==> config.mk <==
export PLATFORM = sky130hd
export DESIGN_NAME = life_board_stepper_flat
export DESIGN_NICKNAME = d
export VERILOG_FILES = /design/src/rtl/life_board_stepper_if.sv /design/src/rtl/life_board_stepper.sv /design/src/flat_wrapper.sv
export SDC_FILE = /design/constraint.sdc
export NUM_CORES = 1
export LEC_CHECK = 0
export CAP_MARGIN = 25
export CORE_MARGIN = 2
export CORE_UTILIZATION = 40
export DETAILED_ROUTE_END_ITERATION = 7
export PLACE_DENSITY = 0.64
export SLEW_MARGIN = 40
export SYNTH_ARGS = -nofsm -noshare
export SYNTH_HDL_FRONTEND = slang
export SYNTH_SLANG_ARGS = --single-unit
==> constraint.sdc <==
create_clock -name clk -period 16.6 [get_ports clk]
set_clock_uncertainty 0.2 [all_clocks]
set_input_delay 3.32 -clock clk [delete_from_list [all_inputs] [get_ports clk]]
set_output_delay 3.32 -clock clk [all_outputs]
set_load 0.01 [all_outputs]
==> src/rtl/life_board_stepper_if.sv <==
// Control/readout bundle for life_board_stepper: load/start requests in,
// committed board and step status out.
interface life_board_stepper_if #(
  parameter int unsigned ROWS  = 8,
  parameter int unsigned COLS  = 8,
  parameter int unsigned GEN_W = 16
);
  localparam int unsigned CELLS = ROWS * COLS;

  logic             load;
  logic [CELLS-1:0] init_state;
  logic             start;
  logic [CELLS-1:0] cells;
  logic             busy;
  logic             done;
  logic [GEN_W-1:0] generation;

  modport master (
    output load, init_state, start,
    input  cells, busy, done, generation
  );

  modport slave (
    input  load, init_state, start,
    output cells, busy, done, generation
  );
endinterface

==> src/rtl/life_board_stepper.sv <==
// Game of Life board on a torus: one cell evaluated per cycle into a shadow
// buffer, whole board committed in a single cycle at the end of the scan.
module life_board_stepper #(
  parameter int unsigned ROWS  = 8,
  parameter int unsigned COLS  = 8,
  parameter int unsigned GEN_W = 16
) (
  input  logic                 clk,
  input  logic                 rst,
  life_board_stepper_if.slave  bus
);

  localparam int unsigned CELLS = ROWS * COLS;
  localparam int unsigned ROW_W = (ROWS > 1) ? $clog2(ROWS) : 1;
  localparam int unsigned COL_W = (COLS > 1) ? $clog2(COLS) : 1;
  localparam int unsigned IDX_W = $clog2(CELLS);

  localparam logic [1:0] S_IDLE   = 2'd0;
  localparam logic [1:0] S_SCAN   = 2'd1;
  localparam logic [1:0] S_COMMIT = 2'd2;

  logic [1:0]       state_q,  state_d;
  logic [CELLS-1:0] cells_q,  cells_d;
  logic [CELLS-1:0] shadow_q, shadow_d;
  logic [ROW_W-1:0] row_q,    row_d;
  logic [COL_W-1:0] col_q,    col_d;
  logic [GEN_W-1:0] gen_q,    gen_d;
  logic             busy_q,   busy_d;
  logic             done_q,   done_d;

  logic [ROW_W-1:0] row_up, row_dn;
  logic [COL_W-1:0] col_lf, col_rt;
  logic [3:0]       count;
  logic             alive;
  logic             next_alive;

  function automatic logic [IDX_W-1:0] cell_idx(input logic [ROW_W-1:0] r,
                                                input logic [COL_W-1:0] c);
    return IDX_W'(32'(r) * COLS + 32'(c));
  endfunction

  // Toroidal neighbour coordinates of the scan position
  always_comb begin
    row_up = (row_q == '0) ? ROW_W'(ROWS - 1) : row_q - ROW_W'(1);
    row_dn = (row_q == ROW_W'(ROWS - 1)) ? '0 : row_q + ROW_W'(1);
    col_lf = (col_q == '0) ? COL_W'(COLS - 1) : col_q - COL_W'(1);
    col_rt = (col_q == COL_W'(COLS - 1)) ? '0 : col_q + COL_W'(1);
  end

  // Neighbour count and Conway rule, always against the committed board
  always_comb begin
    count = 4'(cells_q[cell_idx(row_up, col_lf)])
          + 4'(cells_q[cell_idx(row_up, col_q )])
          + 4'(cells_q[cell_idx(row_up, col_rt)])
          + 4'(cells_q[cell_idx(row_q,  col_lf)])
          + 4'(cells_q[cell_idx(row_q,  col_rt)])
          + 4'(cells_q[cell_idx(row_dn, col_lf)])
          + 4'(cells_q[cell_idx(row_dn, col_q )])
          + 4'(cells_q[cell_idx(row_dn, col_rt)]);
    alive      = cells_q[cell_idx(row_q, col_q)];
    next_alive = (count == 4'd3) || (alive && (count == 4'd2));
  end

  always_comb begin
    state_d  = state_q;
    cells_d  = cells_q;
    shadow_d = shadow_q;
    row_d    = row_q;
    col_d    = col_q;
    gen_d    = gen_q;
    busy_d   = busy_q;
    done_d   = 1'b0;
    case (state_q)
      S_IDLE: begin
        if (bus.load) begin
          cells_d = bus.init_state;
          gen_d   = '0;
        end else if (bus.start) begin
          row_d   = '0;
          col_d   = '0;
          busy_d  = 1'b1;
          state_d = S_SCAN;
        end
      end
      S_SCAN: begin
        shadow_d[cell_idx(row_q, col_q)] = next_alive;
        if (col_q == COL_W'(COLS - 1)) begin
          col_d = '0;
          if (row_q == ROW_W'(ROWS - 1)) state_d = S_COMMIT;
          else                           row_d   = row_q + ROW_W'(1);
        end else begin
          col_d = col_q + COL_W'(1);
        end
      end
      S_COMMIT: begin
        cells_d = shadow_q;
        gen_d   = gen_q + GEN_W'(1);
        busy_d  = 1'b0;
        done_d  = 1'b1;
        state_d = S_IDLE;
      end
      default: state_d = S_IDLE;
    endcase
  end

  always_ff @(posedge clk) begin
    if (rst) begin
      state_q  <= S_IDLE;
      cells_q  <= '0;
      shadow_q <= '0;
      row_q    <= '0;
      col_q    <= '0;
      gen_q    <= '0;
      busy_q   <= 1'b0;
      done_q   <= 1'b0;
    end else begin
      state_q  <= state_d;
      cells_q  <= cells_d;
      shadow_q <= shadow_d;
      row_q    <= row_d;
      col_q    <= col_d;
      gen_q    <= gen_d;
      busy_q   <= busy_d;
      done_q   <= done_d;
    end
  end

  assign bus.cells      = cells_q;
  assign bus.busy       = busy_q;
  assign bus.done       = done_q;
  assign bus.generation = gen_q;

endmodule

==> src/flat_wrapper.sv <==
// flat-port wrapper written by rule: the top's interface ports become plain ports
module life_board_stepper_flat 
#(
  parameter int unsigned ROWS  = 8,
  parameter int unsigned COLS  = 8,
  parameter int unsigned GEN_W = 16
)
  (clk, rst, bus_load, bus_init_state, bus_start, bus_cells, bus_busy, bus_done, bus_generation);
  life_board_stepper_if #(.ROWS(ROWS), .COLS(COLS), .GEN_W(GEN_W)) bus_i ();
  input  logic clk;
  input  logic rst;
  input wire logic [$bits(bus_i.load)-1:0] bus_load;
  input wire logic [$bits(bus_i.init_state)-1:0] bus_init_state;
  input wire logic [$bits(bus_i.start)-1:0] bus_start;
  output wire logic [$bits(bus_i.cells)-1:0] bus_cells;
  output wire logic [$bits(bus_i.busy)-1:0] bus_busy;
  output wire logic [$bits(bus_i.done)-1:0] bus_done;
  output wire logic [$bits(bus_i.generation)-1:0] bus_generation;
  assign bus_i.load = bus_load;
  assign bus_i.init_state = bus_init_state;
  assign bus_i.start = bus_start;
  assign bus_cells = bus_i.cells;
  assign bus_busy = bus_i.busy;
  assign bus_done = bus_i.done;
  assign bus_generation = bus_i.generation;
  life_board_stepper #(.ROWS(ROWS), .COLS(COLS), .GEN_W(GEN_W)) u_core (.clk(clk), .rst(rst), .bus(bus_i));
endmodule
## After elaboration in Yosys (flattened, before gate mapping)

Cells that the tools add are included.

| word-level totals | value |
|---|---|
| register bits after elaboration | 154 |
| input port bits | 68 |
| output and inout port bits | 82 |
| word-level logic and storage cells | 108 |

| cells by class | value |
|---|---|
| $add $sub $neg | 21 |
| $lt $le $gt $ge | 10 |
| eq/ne operators | 12 |
| mux-type cells | 44 |
| reduce and logical (&&, ||, !) cells | 13 |

Operators by type and width:

| cell | count |
|---|---|
| case mux 64 bit (2 select lines) | 1 |
| bitwise mux 64 bit | 1 |
| 2-to-1 mux 64 bit | 1 |
| < comparator 6 x 7 -> 1 bit, second input constant | 9 |
| adder 6 x 3 -> 6 bit | 9 |
| binary-select mux 1 bit (select 6 bit) | 9 |
| case mux 16 bit (2 select lines) | 1 |
| adder 4 x 1 -> 4 bit | 6 |
| 2-to-1 mux 3 bit | 8 |
| adder 16 x 1 -> 16 bit, second input constant | 1 |
| 2-to-1 mux 16 bit | 1 |
| 2-to-1 mux 1 bit | 13 |
| case mux 3 bit (2 select lines) | 2 |
| == test 4 x 2 -> 1 bit, second input constant | 2 |
| 2-to-1 mux 2 bit | 4 |
| inequality test 2 bit, second input constant | 4 |
| adder 3 x 1 -> 3 bit, second input constant | 2 |
| demux 1 bit (select 6 bit) | 1 |
| == test 3 bit, second input constant | 2 |
| greater-or-equal comparator 6 x 1 -> 1 bit, second input constant | 1 |
| logical NOT 3 bit | 2 |
| AND reduction 3 bit | 2 |
| subtractor 3 x 1 -> 3 bit, second input constant | 2 |
| AND reduction 5 bit | 1 |
| 12 further kinds | 15 |

## Longest topological paths before layout

Gate-level depths: netlist of run 1.

| depth | value |
|---|---|
| word-level depth | 16 |
| gate-level depth with buffers | 25 |
| gate-level depth less buffers | 21 |

## Worst setup path before layout of run 1

No wires, ideal clock.

| timing path | value |
|---|---|
| path kind | flip-flop to flip-flop |
| start point | reg u_core.col_q[0] |
| end point | reg u_core.shadow_q[10] |
| setup time | 0.070 ns |
| data arrival time | 5.597 ns |
| data required time | 16.330 ns |
| setup slack | 10.733 ns |
| cell stages (with the launch flop) | 22 |
| path buffers | 5 |
| period minus slack after synthesis | 5.867 ns |
| path through | dfxtp_1 buf_6 buf_8 buf_2 inv_2 ha_1 nand2b_1 clkbuf_1 mux4_2 mux2_2 o21ai_1 o22ai_1 fa_1 fa_1 inv_1 fa_1 inv_1 fa_1 nor3_1 nand2_1 clkbuf_1 o21ai_1 |

| between the ends | value |
|---|---|
| longest elaborated chain between the ends | 16 |
| elaborated cells between the ends (all ways) | 50 |
| those cells by class | add/sub (18); order compare (2); eq/ne (3); mux (23); reduce/logical (4) |

RTL lines:

| element | RTL line | text |
|---|---|---|
| from (decl) | life_board_stepper.sv:26 | `logic [COL_W-1:0] col_q, col_d;` |
| from (signal assigned) | life_board_stepper.sv:121 | `col_q <= col_d;` |
| subtractor 3 x 1 -> 3 bit or logical NOT 3 bit (tied branches) | life_board_stepper.sv:46 | `col_lf = (col_q == '0) ? COL_W'(COLS - 1) : col_q - COL_W'(1);` |
| 2-to-1 mux 3 bit | life_board_stepper.sv:46 |  |
| adder 6 x 3 -> 6 bit | life_board_stepper.sv:39 | `return IDX_W'(32'(r) * COLS + 32'(c));` |
| binary-select mux 1 bit (select 6 bit) | life_board_stepper.sv:52 | `count = 4'(cells_q[cell_idx(row_up, col_lf)])` |
| 2-to-1 mux 1 bit (implied by the code) | life_board_stepper.sv:52 |  |
| adder 1 x 1 -> 2 bit | life_board_stepper.sv:53 | `+ 4'(cells_q[cell_idx(row_up, col_q )])` |
| adder 4 x 1 -> 4 bit | life_board_stepper.sv:54 | `+ 4'(cells_q[cell_idx(row_up, col_rt)])` |
| adder 4 x 1 -> 4 bit | life_board_stepper.sv:55 | `+ 4'(cells_q[cell_idx(row_q, col_lf)])` |
| adder 4 x 1 -> 4 bit | life_board_stepper.sv:56 | `+ 4'(cells_q[cell_idx(row_q, col_rt)])` |
| adder 4 x 1 -> 4 bit | life_board_stepper.sv:57 | `+ 4'(cells_q[cell_idx(row_dn, col_lf)])` |
| adder 4 x 1 -> 4 bit | life_board_stepper.sv:58 | `+ 4'(cells_q[cell_idx(row_dn, col_q )])` |
| adder 4 x 1 -> 4 bit | life_board_stepper.sv:59 | `+ 4'(cells_q[cell_idx(row_dn, col_rt)]);` |
| == test 4 x 2 -> 1 bit | life_board_stepper.sv:61 | `next_alive = (count == 4'd3) \|\| (alive && (count == 4'd2));` |
| logical AND 1 bit | life_board_stepper.sv:61 |  |
| logical OR 1 bit | life_board_stepper.sv:61 |  |
| bitwise mux 64 bit * | life_board_stepper.sv:86 | `shadow_d[cell_idx(row_q, col_q)] = next_alive;` |
| to (signal assigned) | life_board_stepper.sv:119 | `shadow_q <= shadow_d;` |
| to (decl) | life_board_stepper.sv:24 | `logic [CELLS-1:0] shadow_q, shadow_d;` |

Mark *: on every way between the ends. The rest lies on a longest branch, timed or not. The select of a mux whose other input is x is not followed.
A chain may end at the register's enable or synchronous reset.

## Worst setup path in the final report of run 1

| timing path | value |
|---|---|
| start point | reg u_core.col_q[1] |
| end point | reg u_core.shadow_q[1] |

The elaborated chain is that of the path after synthesis.

==> impl_metrics.json, run 1 <==
{
  "ios": 150,
  "grtUsageTotal_pct": 25.35,
  "cap_violations": 0,
  "fin_crit_sh_pct": 39.78,
  "core_area_sq_um": 20890,
  "worst_setup_path_start_kind": "flip-flop",
  "fmaxAchievable_ghz": 0.1514,
  "worst-path-max-fanout": 32,
  "die_h_um": 149.3,
  "status": "completed",
  "fp.dieArea_sq_um": 22290,
  "port-buffer-count": 149,
  "path_clk_slew_ns": 0.06,
  "vias": 8210,
  "reg2reg_to": "u_core.shadow_q[1]",
  "cts_setup_buffers": 0,
  "rsz0062_at_grt": "no",
  "cts_hold_buf": 0,
  "startpoint": "u_core.col_q[1]",
  "numCtsBuffers": 17,
  "post_dp_cell_area_sq_um": 10200,
  "cp-end-kind": "flip-flop",
  "slew_headroom_pct": 46.02,
  "htree_levels": 4,
  "total_power_mw": 1.018,
  "die_w_um": 149.3,
  "syn2layout_area_growth_pct": 28.36,
  "wirelength_um": 28030,
  "cp_common_cell": "fa_1",
  "drc": 0,
  "reg2reg_setup_slack_ns": 10.0,
  "path_cells": "inv_1, ha_1, a21oi_4, mux4_2, nor2b_1, a211o_1, a31o_1, fa_1, fa_1, inv_1, fa_1, inv_1, fa_1, nor3_1, nand2_2, o21ai_1",
  "max_stage_delay_ns": 0.78,
  "cts_resized": 0,
  "fin_area_sq_um": 10840,
  "cts_tree": "yes",
  "setup_violations": 0,
  "p_per_area_nw_per_um2": 93.92,
  "crit_end": "u_core.shadow_q[1]",
  "ir_worst_vdd_mv": 0.06609,
  "leakagePower_nw": 3.856,
  "synth_area_leaders": "dfxtp_1 (37%), nor2_1 (7.8%), mux4_2 (6.7%), nand3b_1 (5.8%), nand2_1 (5.6%)",
  "fin_util_pct": 51.88,
  "fin_setup_tns_ns": 0,
  "nets": 1224,
  "synth_edf_count": 0,
  "start_util_pct": 40.42,
  "synth_ff_type": "dfxtp_1",
  "overflow": 0,
  "hold_class": "reg -> reg",
  "finalHoldViolations": 0,
  "gp_congestion": 0.9500,
  "wire_per_inst_um": 19.63,
  "clk_latency_ns": 0.44,
  "clkPwrFrac_pct": 40.7,
  "arrival_ns": 6.75,
  "netlist.area_leader.share_pct": 36.51,
  "worstMarginPinSlew_ns": 0.8088,
  "switchingPower_mw": 0.2998,
  "ys_ff_latch": 154,
  "syn_inst": 1024,
  "synth_warnings": 0,
  "seq_power_share_pct": 39.6,
  "grt_pass1_vias": 7683,
  "finalCriticalPeriod_ns": 6.604,
  "vias_per_cell": 5.749,
  "switching_share_pct": 29.45,
  "cts_buffer_depth": 2,
  "yosys.area.top_type": "dfxtp_1",
  "yosysSeqAreaShare_pct": 36.51,
  "grt_first_pass_wirelength_um": 43640,
  "comb_power_share_pct": 19.7,
  "drt-initial-drc-count": 695,
  "ff2ff_path_depth": 16,
  "synthArstFlopShare_pct": 0,
  "antenna_found_initial": 0,
  "intPower_mw": 0.7180,
  "worst_path_max_delay_cell": "dfxtp_2",
  "numClockSinks": 154,
  "ys_types": 56,
  "syn-mean-instance-area_sq_um": 8.245,
  "yosysMostFrequentCell": "nor2_1",
  "synth_common_cells": "nor2_1 (176), dfxtp_1 (154), nand2_1 (126)",
  "syn_area_sq_um": 8443,
  "drive_above_1_share_pct": 9.801,
  "report.final.slew_viol_count": 0,
  "ant_nets": 0,
  "worstPathRequired_ns": 16.75,
  "reg2reg_from": "u_core.col_q[1]",
  "synth_nets": 1108,
  "crit_type": "reg -> reg",
  "diodes": 0,
  "hpwlAfterDp_um": 19060,
  "drtPass1Iterations": 6,
  "grt_max_degree": 86,
  "cts-root-buf": "clkbuf_16",
  "rows": 53
}
[layout make-up]
cell class,count,area (sq um)
flip-flops and latches,154,3088
inverters,15,56.30
clock inverters,10,128.9
repair buffers,168,1655
fillers,1981,10050
multi-input cells,784,5071
well taps,275,344.1
clock buffers,22,494.2
[per-stage QoR]
step / hold slack [ns] / std cells / setup slack (ns)
CTS: 0.2813 / 1427 / 9.861
detailed placement: 0.2694 / 1395 / 9.935
floorplan: 0.2528 / 1024 / 10.73
finish: 0.2822 / 1428 / 9.996
global route: 0.2951 / 1428 / 9.705
global placement: 0.2652 / 1393 / 9.410
[routing by layer]
metal / wire [um] / GRT usage [%]
met3: 1796 / 4.985
met2: 12860 / 40.28
met5: 0 / 0
met4: 821 / 9.000
met1: 12560 / 34.38
[state kept, by name (all words and copies together) (netlist names)]
name                   cells
u_core.bus.cells          64
u_core.shadow_q           64
u_core.bus.generation     16
u_core.col_q               3
u_core.row_q               3
u_core.state_q             2
u_core.bus.busy            1
u_core.bus.done            1
[layout by cell type (no fill, tap or decap), types with 7 or more instances in the layout]
master           count
a21oi_1             41
a22oi_1             26
buf_4               17
clkbuf_16           17
clkdlybuf4s50_1    148
dfxtp_1            152
ha_1                12
inv_1               13
mux2_1               9
mux2_2              14
mux2i_1             46
mux4_2              25
nand2_1            125
nand2b_1            11
nand3_1             16
nand3b_1            65
nand4_1              8
nor2_1             173
nor3_1              17
nor4_1              44
o21ai_1             67
xor2_1               7
[worst min-delay path by stage]
stage                                   start             endpoint  slack, ns  depth (start not counted)
final                     u_core.shadow_q[36]  u_core.shadow_q[36]       0.28                          2
after global routing      u_core.shadow_q[33]  u_core.shadow_q[33]       0.30                          2
after CTS                 u_core.shadow_q[21]  u_core.shadow_q[21]       0.28                          2
after detailed placement  u_core.shadow_q[31]  u_core.shadow_q[31]       0.27                          2
after global placement    u_core.shadow_q[29]  u_core.shadow_q[29]       0.27                          2
after floorplan           u_core.shadow_q[48]  u_core.shadow_q[48]       0.25                          2
[power groups by stage]
stage               sequential, mW  combinational (mW)  clock (mW)
finish                       0.403               0.200       0.415
detailed placement           0.410               0.198           0
CTS                          0.402               0.199       0.417
global route                 0.404               0.218       0.432
floorplan                    0.407               0.117           0
global placement             0.413               0.189           0
[worst max-delay path, delay by kind of cell (launching register included)]
| family | cells | cell delay (ns) |
|---|---|---|
| and+or+nand+nor | 3 | 1.07 |
| AOI/OAI and AO/OA | 4 | 1.30 |
| adders and majority gates | 5 | 2.17 |
| DFF | 1 | 0.78 |
| buffers and inverters | 3 | 0.36 |
| muxes | 1 | 0.63 |
[cell families (layout without fill, tap and decap cells)]
logic type	Yosys count	in the layout	synth area share (%)
flops	154	154	36.51
mux	94	94	15.19
buf+inv	86	215	4.386
simple gates	493	493	28.08
fa+ha+maj	16	16	2.727
compound gates	172	172	12.17
xor+xnor	9	9	0.9337
Power figures use the tool's default switching activity.
==> run 2, diff against run 1 <==
--- a/config.mk
+++ b/config.mk
@@ -9,7 +9,7 @@
 export CORE_MARGIN = 2
 export CORE_UTILIZATION = 40
 export DETAILED_ROUTE_END_ITERATION = 7
-export PLACE_DENSITY = 0.64
+export PLACE_DENSITY = 0.67
 export SLEW_MARGIN = 40
 export SYNTH_ARGS = -nofsm -noshare
 export SYNTH_HDL_FRONTEND = slang
==> constraint.sdc (replaced) <==
create_clock -name clk -period 5.9 [get_ports clk]
set_clock_uncertainty 0.2 [all_clocks]
set_input_delay 1.18 -clock clk [delete_from_list [all_inputs] [get_ports clk]]
set_output_delay 1.18 -clock clk [all_outputs]
set_load 0.01 [all_outputs]
==> run 2 against run 1 <==
Compared with the run above:
- die area stayed put
- sequential share of layout area is 0.35 points lower
- count of clock-buffer cells in the layout fell by 4
- setup slack worse by 9.6 ns
- via count down 0.62%
- combinational power rose to 2.9 times the previous value
- global-route usage rose by 0.11 points
- worst hold slack lost 0.0012 ns
- final cell count increased by 1.1%
==> impl_metrics.json, run 2 (synthesized netlist as in run 1, its figures left out) <==
{
  "start_util_pct": 40.42,
  "rsz0062_at_grt": "no",
  "fin_cells": 1444,
  "fp.dieArea_sq_um": 22290,
  "numClockSinks": 154,
  "leakagePower_nw": 3.920,
  "cp-end-kind": "flip-flop",
  "grt_pass1_vias": 7829,
  "drt-met1-wl_um": 12200,
  "post_dp_cell_area_sq_um": 10300,
  "cts_buffer_depth": 2,
  "drt-initial-drc-count": 622,
  "die_w_um": 149.3,
  "fin_setup_tns_ns": 0,
  "port-buffer-count": 149,
  "wire_per_inst_um": 19.23,
  "fin_hold_ws_ns": 0.2811,
  "overflow": 0,
  "fillers": 2013,
  "worstMarginPinSlew_ns": 0.8179,
  "fin_area_sq_um": 10970,
  "clkPwrFrac_pct": 40.1,
  "status": "completed",
  "worst-path-max-fanout": 39,
  "numCtsBuffers": 17,
  "worst_setup_path_start_kind": "flip-flop",
  "clk_latency_ns": 0.43,
  "cts-root-buf": "clkbuf_16",
  "seq_power_share_pct": 39.4,
  "drive_above_1_share_pct": 11.21,
  "drc": 0,
  "grt_first_pass_wirelength_um": 43990,
  "cap_violations": 0,
  "rows": 53,
  "htree_levels": 4,
  "diodes": 0,
  "gp_congestion": 0.9744,
  "fin_util_pct": 52.51,
  "core_area_sq_um": 20890,
  "finalHoldViolations": 0,
  "wl_met3_um": 1892,
  "die_h_um": 149.3,
  "hold_class": "reg -> reg",
  "ir_worst_vdd_mv": 0.1733,
  "crit_type": "reg -> reg",
  "dp.cells": 1408,
  "antenna_found_initial": 0,
  "worstPathRequired_ns": 6.06,
  "switchingPower_mw": 0.8337,
  "dr.max_layer_used": "met4",
  "setup_violations": 0,
  "fin_crit_sh_pct": 93.31,
  "finalCriticalPeriod_ns": 5.505,
  "grt_max_degree": 87,
  "grtUsageTotal_pct": 25.46,
  "p_per_area_nw_per_um2": 259.4,
  "routed-wl-met2_um": 13050,
  "fmaxAchievable_ghz": 0.1816,
  "path_clk_slew_ns": 0.07,
  "report.final.slew_viol_count": 0,
  "vias": 8159,
  "arrival_ns": 5.67,
  "final_common_cell": "nor2_1",
  "syn2layout_area_growth_pct": 29.92,
  "final_cell_mix": "nor2_1 (172), dfxtp_1 (153), clkdlybuf4s50_1 (148)",
  "cts_tree": "yes",
  "total_power_mw": 2.845,
  "intPower_mw": 2.012,
  "ant_nets": 0,
  "hpwlAfterDp_um": 19360,
  "switching_share_pct": 29.30,
  "wirelength_um": 27770,
  "slew_headroom_pct": 45.30,
  "vias_per_cell": 5.650,
  "cts_hold_buf": 0,
  "comb_power_share_pct": 20.5,
  "ios": 150,
  "setup_slack_ns": 0.3945,
  "preCtsSetupSlack_ns": 0.2477,
  "nets": 1241,
  "drtPass1Iterations": 5
}
[run 2: final timing paths]
path | slack (ns) | to | from | cells past startpoint
worst min-delay path | 0.28 | u_core.shadow_q[12] | u_core.shadow_q[12] | 2
worst min register to register | 0.28 | u_core.shadow_q[12] | u_core.shadow_q[12] | 2
worst max register to register | 0.39 | u_core.shadow_q[15] | u_core.col_q[0] | 19
worst max-delay path | 0.39 | u_core.shadow_q[15] | u_core.col_q[0] | 19
[run 2: power groups by stage]
stage	combinational, mW	sequential, mW	clock, mW
3_3_place_gp	0.572	1.14	0
6_report	0.583	1.12	1.14
2_1_floorplan	0.330	1.14	0
5_1_grt	0.641	1.13	1.20
3_5_place_dp	0.573	1.14	0
4_1_cts	0.577	1.12	1.15
[run 2: what timing repair did]
item                       CTS  global route
buffers inserted             0             5
gates resized for setup      0             6
setup endpoints to repair    0            64
[run 2: layer usage]
metal / up-vias / track usage, %
met5: - / 0
met4: 0 / 7.762
met3: 36 / 4.618
met2: 311 / 41.24
met1: 3901 / 34.64
li1: 3911 / -
[run 2: layout make-up]
type                    count  area (sq um)  area share, %
clock buffers              18         429.2          3.912
clock inverters            13         168.9          1.540
inverters                  15         56.30         0.5133
multi-input cells         784          5081          46.32
flip-flops and latches    154          3087          28.14
well taps                 275         344.1          3.137
repair buffers            185          1803          16.44
[run 2: worst max-delay path: stages (launching register included)]
cell and delay, ns:
dfxtp_4 0.39, buf_16 0.23, mux2_1 0.40, mux4_2 0.56, nor2_1 0.12, a211oi_1 0.06
a211oi_1 0.22, a21oi_1 0.10, ha_1 0.29, inv_1 0.05, fa_1 0.50, fa_1 0.54
inv_1 0.05, fa_1 0.43, inv_1 0.08, fa_1 0.42, nor3_2 0.24, nand2_1 0.09
buf_4 0.25, o21ai_1 0.18
